<file path="src/rtl/mux2_1.sv">
// Registered 4-to-1 single-bit selector with output-valid flag and select-change strobe.
// Qualifies the sampled bit for the classwork datapath blocks downstream.
module mux2_1 #(
    parameter int unsigned N_IN = 4
) (
    input  logic                    clk,
    input  logic                    rst,
    input  logic                    en,
    input  logic [N_IN-1:0]         i,
    input  logic [$clog2(N_IN)-1:0] s,
    output logic                    y,
    output logic                    y_valid,
    output logic                    sel_chg
);

    localparam int unsigned SEL_W = $clog2(N_IN);

    logic [SEL_W-1:0] s_q;
    logic             sel_bit;
    logic             sel_diff;

    // Every 2-bit code addresses a real input, so no default path is needed.
    assign sel_bit  = i[s];
    assign sel_diff = (s != s_q);

    // sel_chg stays low until a previous capture exists to compare against.
    always_ff @(posedge clk or posedge rst) begin
        if (rst) begin
            y       <= 1'b0;
            y_valid <= 1'b0;
            sel_chg <= 1'b0;
            s_q     <= SEL_W'(0);
        end else if (en) begin
            y       <= sel_bit;
            s_q     <= s;
            y_valid <= 1'b1;
            sel_chg <= y_valid && sel_diff;
        end else begin
            sel_chg <= 1'b0;
        end
    end

endmodule

</file>
<file path="config.mk">
export PLATFORM = sky130hd
export DESIGN_NAME = mux2_1
export DESIGN_NICKNAME = d
export VERILOG_FILES = /design/src/rtl/mux2_1.sv
export SDC_FILE = /design/constraint.sdc
export NUM_CORES = 1
export LEC_CHECK = 0
export CORE_AREA = 8 8 45 47
export CTS_BUF_LIST = sky130_fd_sc_hd__clkbuf_4 sky130_fd_sc_hd__clkbuf_8 sky130_fd_sc_hd__clkbuf_16
export DETAILED_ROUTE_END_ITERATION = 8
export DIE_AREA = 0 0 53 55
export DONT_BUFFER_PORTS = 1
export HOLD_SLACK_MARGIN = 0.15
export PLACE_DENSITY_LB_ADDON = 0.25
export SYNTH_ARGS = -nofsm -noshare
export SYNTH_HDL_FRONTEND = slang
export SYNTH_SLANG_ARGS = --single-unit
</file>
<file path="constraint.sdc">
create_clock -name clk -period 1.1 [get_ports clk]
set_input_delay 0 -clock clk [delete_from_list [all_inputs] [get_ports clk]]
set_output_delay 0 -clock clk [all_outputs]
set_load 0.01 [all_outputs]
</file>
Yosys cells after proc, flatten, opt, wreduce, memory -nomap -nowiden
Cells that the tools add are included.

Output and inout port bits: 3. Word-level logic and storage cells: 10. Register bits: 5. Bits of input ports: 9.

Reduce and logical (&&, ||, !) cells: 1. Muxes and demuxes: 3. Equality and inequality tests: 1. Order comparisons: 1.

Operators by type and width (number): $lt A2 B3 Y1 const B (1); $bmux W1 S2 (1); $mux W1 (2); $ne A2 B2 Y1 (1); $logic_and A1 B1 Y1 (1).

Logic depth before layout (Yosys ltp)
Gate-level depths: netlist of the first run.

Depth after elaboration: 3. Gate-level depth with buffers: 3. Mapped depth without buffers: 3.

Worst setup path before layout of the first run
OpenSTA, ideal clock, no wires.

Path kind: register to register. Start: reg y (netlist name). End: reg y. Slack: 0.249 ns. Path buffers: 0. Arrival time: 0.727 ns. Stages on the path, launching flop included: 3. Period minus slack after synthesis: 0.851 ns. Required time: 0.976 ns. Setup time: 0.124 ns. Cells stage by stage: dfrtp_1 > nor2b_1 > a211o_1.

RTL lines: end signal: assignment (line 34) `y <= sel_bit;`; end: declaration (line 11) `output logic y,`.

==> results of run 1 <==
[registers in the layout (all words and copies together), names as in the netlist]
name and flops:
s_q 2, sel_chg 1, y 1, y_valid 1
[Yosys cell counts, drive strengths merged]
master | number | area, sq um
a211o | 1 | 8.76
a21oi | 1 | 5.00
dfrtp | 5 | 125
inv | 2 | 7.51
mux2 | 1 | 11.3
mux2i | 2 | 20.0
nand2 | 2 | 7.51
nor2 | 2 | 7.51
nor2b | 1 | 6.26
o21ai | 1 | 5.00
or2 | 1 | 6.26
xnor2 | 2 | 17.5
[stage by stage]
step,hold WS (ns),cells,area (sq um),total power [uW],util
floorplan,-0.221,21,228,248,-
global placement,-0.197,37,248,255,0.179
detailed placement,-0.189,37,248,257,0.179
CTS,0.533,50,368,539,0.266
global route,0.283,50,370,560,0.268
finish,0.259,50,370,523,0.268
[metal layers]
layer | global-route usage | vias up
li1 | - | 93
met1 | 0.0504 | 87
met5 | 0 | -
met2 | 0.0762 | 11
met3 | 0.0267 | 2
met4 | 0.103 | 0
[power groups by stage]
| stage | sequential (uW) | clock [uW] | combinational (uW) |
|---|---|---|---|
| 3_5_place_dp | 218 | 0 | 39.4 |
| 2_1_floorplan | 214 | 0 | 34.0 |
| 3_3_place_gp | 217 | 0 | 38.6 |
| 5_1_grt | 216 | 265 | 79.2 |
| 6_report | 214 | 238 | 70.9 |
| 4_1_cts | 215 | 253 | 71.9 |
[cell usage in the layout (no fill, tap or decap), types with 2 or more instances in the layout]
cell type and n:
sky130_fd_sc_hd__clkbuf_4 4, sky130_fd_sc_hd__dfrtp_1 5, sky130_fd_sc_hd__dlygate4sd3_1 8, sky130_fd_sc_hd__inv_1 2, sky130_fd_sc_hd__mux2i_1 2, sky130_fd_sc_hd__nand2_1 2, sky130_fd_sc_hd__nor2_1 2, sky130_fd_sc_hd__xnor2_1 2
[area by class of cell]
class / instances / share of cell area
clock buffers: 4 / 0.0811
inverters: 2 / 0.0203
multi-input cells: 14 / 0.257
flip-flops and latches: 5 / 0.338
well taps: 16 / 0.0541
repair buffers: 9 / 0.250
[worst min path at each step]
stage                     endpoint  cells past startpoint  slack, ns  start
after global routing        s_q[0]                      2       0.28   s[0]
final                       s_q[0]                      2       0.26   s[0]
after CTS                   s_q[1]                      3       0.53   s[1]
after floorplan             s_q[0]                      1      -0.22    rst
after global placement     y_valid                      1      -0.20    rst
after detailed placement   y_valid                      1      -0.19    rst
[critical path, cell delays in order]
cell and delay [ns]:
sky130_fd_sc_hd__dlygate4sd3_1 0.64, sky130_fd_sc_hd__nand2_1 0.12, sky130_fd_sc_hd__nor2_1 0.05, sky130_fd_sc_hd__a211o_1 0.26
[cells by family (layout without fill, tap and decap cells)]
logic type / count (synthesis) / after routing / synth area share
xor+xnor: 2 / 2 / 0.0769
mux: 3 / 3 / 0.137
compound gates: 3 / 3 / 0.0824
simple gates: 6 / 6 / 0.121
buf+inv: 2 / 15 / 0.0330
flops: 5 / 5 / 0.549
[timing repair]
item                                    CTS  global route
buffers inserted                          0             0
gates resized for setup                   0             1
endpoints found under the hold margin    10             0
endpoints found under the setup margin    0             1
hold buffers                              9             0
==> results_dict.tcl, run 1 <==
set metrics [dict create \
    num_rows 14 \
    gpl.final_weighted_congestion 0.690 \
    worst_clock_skew_ns 0.00304 \
    dp_slack_ns 0.210 \
    num-fill-cells 159 \
    timing.setup.critical_path_class "input port to register" \
    worst-r2r-cell-count 2 \
    dr.pass1.iters 2 \
    switchingPower_uw 116 \
    min_period_over_period 0.860 \
    floorplan.die_area_sq_um 2920 \
    end_kind "register" \
    drt-initial-drc-count 1 \
    hold_viol_final 0 \
    final.min_clock_period_ns 0.946 \
    clock_tree.buffer_depth 2 \
    pwr_density_cell_nw_per_um2 1410 \
    postRouteAntennaNets 0 \
    groute.usage.overall 0.0580 \
    horizontal_die_dimension_microns 53 \
    antenna-diode-count 0 \
    clock.fmax_mhz 1060 \
    worst_slack_ns 0.154 \
    comb_power_share 0.136 \
    wirelength_microns 612 \
    setup.reg_to_reg.worst_slack_ns 0.21 \
    setup_tns_ns 0 \
    finish.net_count 44 \
    multi_input_comb_area_sq_um 95.1 \
    startpoint "en" \
    vias_per_cell 3.86 \
    cts_tree "yes" \
    yosysWarnings 0 \
    timing.max_cap.violations 0 \
    slew_headroom 0.830 \
    layout.area.seq_sq_um 125 \
    postSynthRegisterBits 5 \
    route.met3.wl_microns 61 \
    drcViolationCount 0 \
    met2_routed_length_microns 285 \
    topRoutingLayerUsed "met4" \
    route.vias.total 193 \
    crit_arrival_ns 1.07 \
    yosys.cell_types.count 12 \
    rsz0062_at_grt "false" \
    timing.rr.end "y" \
    number_of_i_o_port_buffers 0 \
    boundaryPins 12 \
    min-delay-path-class "input port to register" \
    initial_core_util 0.165 \
    switching_share 0.223 \
    share_seq_of_total_power 0.409 \
    clkTransAtPathRegs_ns 0.05 \
    htree_num_levels 1 \
    timing.critical_path.fanout_max 7 \
    power.static_leakage_uw 0.000175 \
    drv_slew 0 \
    syn_avg_cell_area_sq_um 10.8 \
    postSynthNetCount 30 \
    antenna_found_initial 0 \
    cts.root.buffer_cell "sky130_fd_sc_hd__clkbuf_4" \
    netlist_instances 21 \
    latest_clock_arrival_within_the_worst_skew_pair_ns 0.24 \
    internal-power_uw 406 \
    worst_max_slew_pin_slew_ns 0.253 \
    hpwlAfterDp_microns 462 \
    post_route_cells_drive_above_1_share 0.176 \
    status "complete, no violations" \
    die_h_microns 55 \
    avgRoutedWirePerCell_microns 12.2 \
    met1Wirelength_microns 244 \
    vdd.ir_drop.worst_mv 0.237 \
    critPathRequiredTime_ns 1.22 \
    synth_seq_area_share 0.549 \
    cts_sinks 5 \
    synthToLayoutAreaGrowth_pct 62.6 \
    grt_max_degree 8 \
    core_box_area_sq_um 1380 \
    netlist_area_sq_um 228 \
    worst_setup_path_endpoint "y" \
    timing.final.setup_violations 0 \
    power_frac_clock 0.456 \
    total_cts_buffers 3 \
    global_route.overflow_total 0 \
    grt_first_pass_wirelength_mm 1.11 \
    first_global_vias 249 \
    reg2reg_from "y" \
    startpoint_type "input port" \
]
No activity file was read; power rests on OpenSTA's default activity.
==> inputs of run 2 (changes only) <==
--- a/config.mk
+++ b/config.mk
@@ -11,7 +11,7 @@
 export DIE_AREA = 0 0 53 55
 export DONT_BUFFER_PORTS = 1
 export HOLD_SLACK_MARGIN = 0.15
-export PLACE_DENSITY_LB_ADDON = 0.25
+export PLACE_DENSITY = 0.32
 export SYNTH_ARGS = -nofsm -noshare
 export SYNTH_HDL_FRONTEND = slang
 export SYNTH_SLANG_ARGS = --single-unit
==> run 2 against run 1 <==
Net effect: utilization unchanged; sequential cell count unchanged; clock power is essentially flat; sequential share of layout area stayed put; critical endpoint unchanged; power is 0.80% higher; largest cell class unchanged; non-clock buffer count unchanged; global-route usage down 0.26 points; wire length increased by 6.9%; critical path type unchanged; critical path depth unchanged.
==> results_dict.tcl, run 2 (synthesis results as in run 1) <==
set metrics [dict create \
    status "complete, no violations" \
    latest_clock_arrival_within_the_worst_skew_pair_ns 0.24 \
    initial_core_util 0.165 \
    vdd.ir_drop.worst_mv 0.441 \
    setup.reg_to_reg.worst_slack_ns 0.21 \
    timing.setup.critical_path_class "input port to register" \
    slew_headroom 0.836 \
    clock.fmax_mhz 1070 \
    die_h_microns 55 \
    max_flop_register "s_q" \
    drv_slew 0 \
    met1Wirelength_microns 242 \
    startpoint_type "input port" \
    finish.net_count 44 \
    num_rows 14 \
    gpl.final_weighted_congestion 0.642 \
    synthToLayoutAreaGrowth_pct 62.6 \
    clkTransAtPathRegs_ns 0.05 \
    met2_routed_length_microns 360 \
    whs_endpoint "s_q[0]" \
    power.static_leakage_uw 0.000175 \
    cts.root.buffer_cell "sky130_fd_sc_hd__clkbuf_4" \
    first_global_vias 244 \
    post_route_cells_drive_above_1_share 0.176 \
    grt_max_degree 8 \
    worst_clock_skew_ns 0.000203 \
    core_box_area_sq_um 1380 \
    worst_max_slew_pin_slew_ns 0.245 \
    topRoutingLayerUsed "met3" \
    route.met3.wl_microns 51 \
    hold_ws_ns 0.258 \
    vias_per_cell 3.80 \
    dr.pass1.iters 4 \
    timing.max_cap.violations 0 \
    hold_viol_final 0 \
    final.min_clock_period_ns 0.936 \
    cts_tree "yes" \
    number_of_i_o_port_buffers 0 \
    hpwlAfterDp_microns 432 \
    critPathMaxStageDelay_ns 0.63 \
    worst-r2r-cell-count 2 \
    timing.hold.worst_path_depth 2 \
    horizontal_die_dimension_microns 53 \
    pwr_density_cell_nw_per_um2 1420 \
    timing.critical_path.fanout_max 7 \
    total_cts_buffers 3 \
    power.total_uw 527 \
    hold_path_startpoint "s[0]" \
    avgRoutedWirePerCell_microns 13.1 \
    wirelength_microns 654 \
    global_route.overflow_total 0 \
    crit_chain "dlygate4sd3_1 -> nand2_1 -> nor2_1 -> a211o_1" \
    htree_num_levels 1 \
    post-route-util 0.268 \
    timing.final.setup_violations 0 \
    route.vias.total 190 \
    layout.cells.most_common_list "8 x sky130_fd_sc_hd__dlygate4sd3_1, 5 x sky130_fd_sc_hd__dfrtp_1, 4 x sky130_fd_sc_hd__clkbuf_4" \
    antenna_found_initial 0 \
    crit_arrival_ns 1.06 \
    setup_tns_ns 0 \
    clock_tree.buffer_depth 2 \
    end_kind "register" \
    postRouteAntennaNets 0 \
    reg2reg_from "y" \
    min_period_over_period 0.851 \
    layout_commonest_cell "sky130_fd_sc_hd__dlygate4sd3_1" \
    largest_register_ffs 2 \
    grt_first_pass_wirelength_mm 1.08 \
    critical-path-slowest-cell "sky130_fd_sc_hd__dlygate4sd3_1" \
    boundaryPins 12 \
    num-fill-cells 146 \
    floorplan.die_area_sq_um 2920 \
    drt-initial-drc-count 3 \
    drcViolationCount 0 \
    groute.usage.overall 0.0554 \
    critPathRequiredTime_ns 1.23 \
    min-delay-path-class "input port to register" \
    cts_sinks 5 \
    timing.rr.end "y" \
    antenna-diode-count 0 \
    rsz0062_at_grt "false" \
]
==> run 2: cell counts in the layout (fill, tap and decap cells not counted) <==
Identical to the previous run, type by type.
==> run 2: where the power goes <==
| group | switching (uW) | internal (uW) | total (uW) |
|---|---|---|---|
| logic | 27.9 | 44.2 | 72.1 |
| clock network | 78.5 | 162 | 240 |
| registers | 13.9 | 200 | 214 |
| total | 120 | 407 | 527 |
==> run 2: worst max-delay path, delay by kind of cell <==
family	cells	cell delay, ns
simple gates	2	0.17
compound gates	1	0.26
buf+inv	1	0.63
==> run 2: stage by stage <==
stage,area [sq um],cells,worst slack [ns]
floorplan,228,21,0.249
global placement,248,37,0.226
detailed placement,248,37,0.216
CTS,368,50,0.0168
global route,370,50,0.0989
finish,370,50,0.164
==> run 2: timing repair <==
action                                  in CTS  in global routing
hold buffers                                 9                  0
endpoints found under the setup margin       0                  1
hold endpoints to repair                    10                  0
gates resized for setup                      0                  1
buffers inserted                             0                  0
==> run 2: final cells by class <==
| cell class | count | area (sq um) | share of cell area |
|---|---|---|---|
| flip-flops and latches | 5 | 125 | 0.338 |
| multi-input cells | 14 | 95.1 | 0.257 |
| repair buffers | 9 | 92.6 | 0.250 |
| clock buffers | 4 | 30.0 | 0.0811 |
| well taps | 16 | 20.0 | 0.0541 |
| inverters | 2 | 7.51 | 0.0203 |
==> run 2: worst max-delay path by stage <==
| stage | start | endpoint | slack, ns | cells past startpoint |
|---|---|---|---|---|
| after floorplan | y | y | 0.25 | 2 |
| after global placement | y | y | 0.23 | 2 |
| after detailed placement | y | y | 0.22 | 2 |
| after CTS | s[0] | y | 0.02 | 4 |
| after global routing | en | y | 0.1 | 4 |
| final | en | y | 0.16 | 4 |
==> run 2: per-layer routing <==
metal | GRT usage | vias up
li1 | - | 94
met1 | 0.0491 | 90
met5 | 0 | -
met2 | 0.0879 | 6
met3 | 0.0321 | 0
met4 | 0.0517 | 0
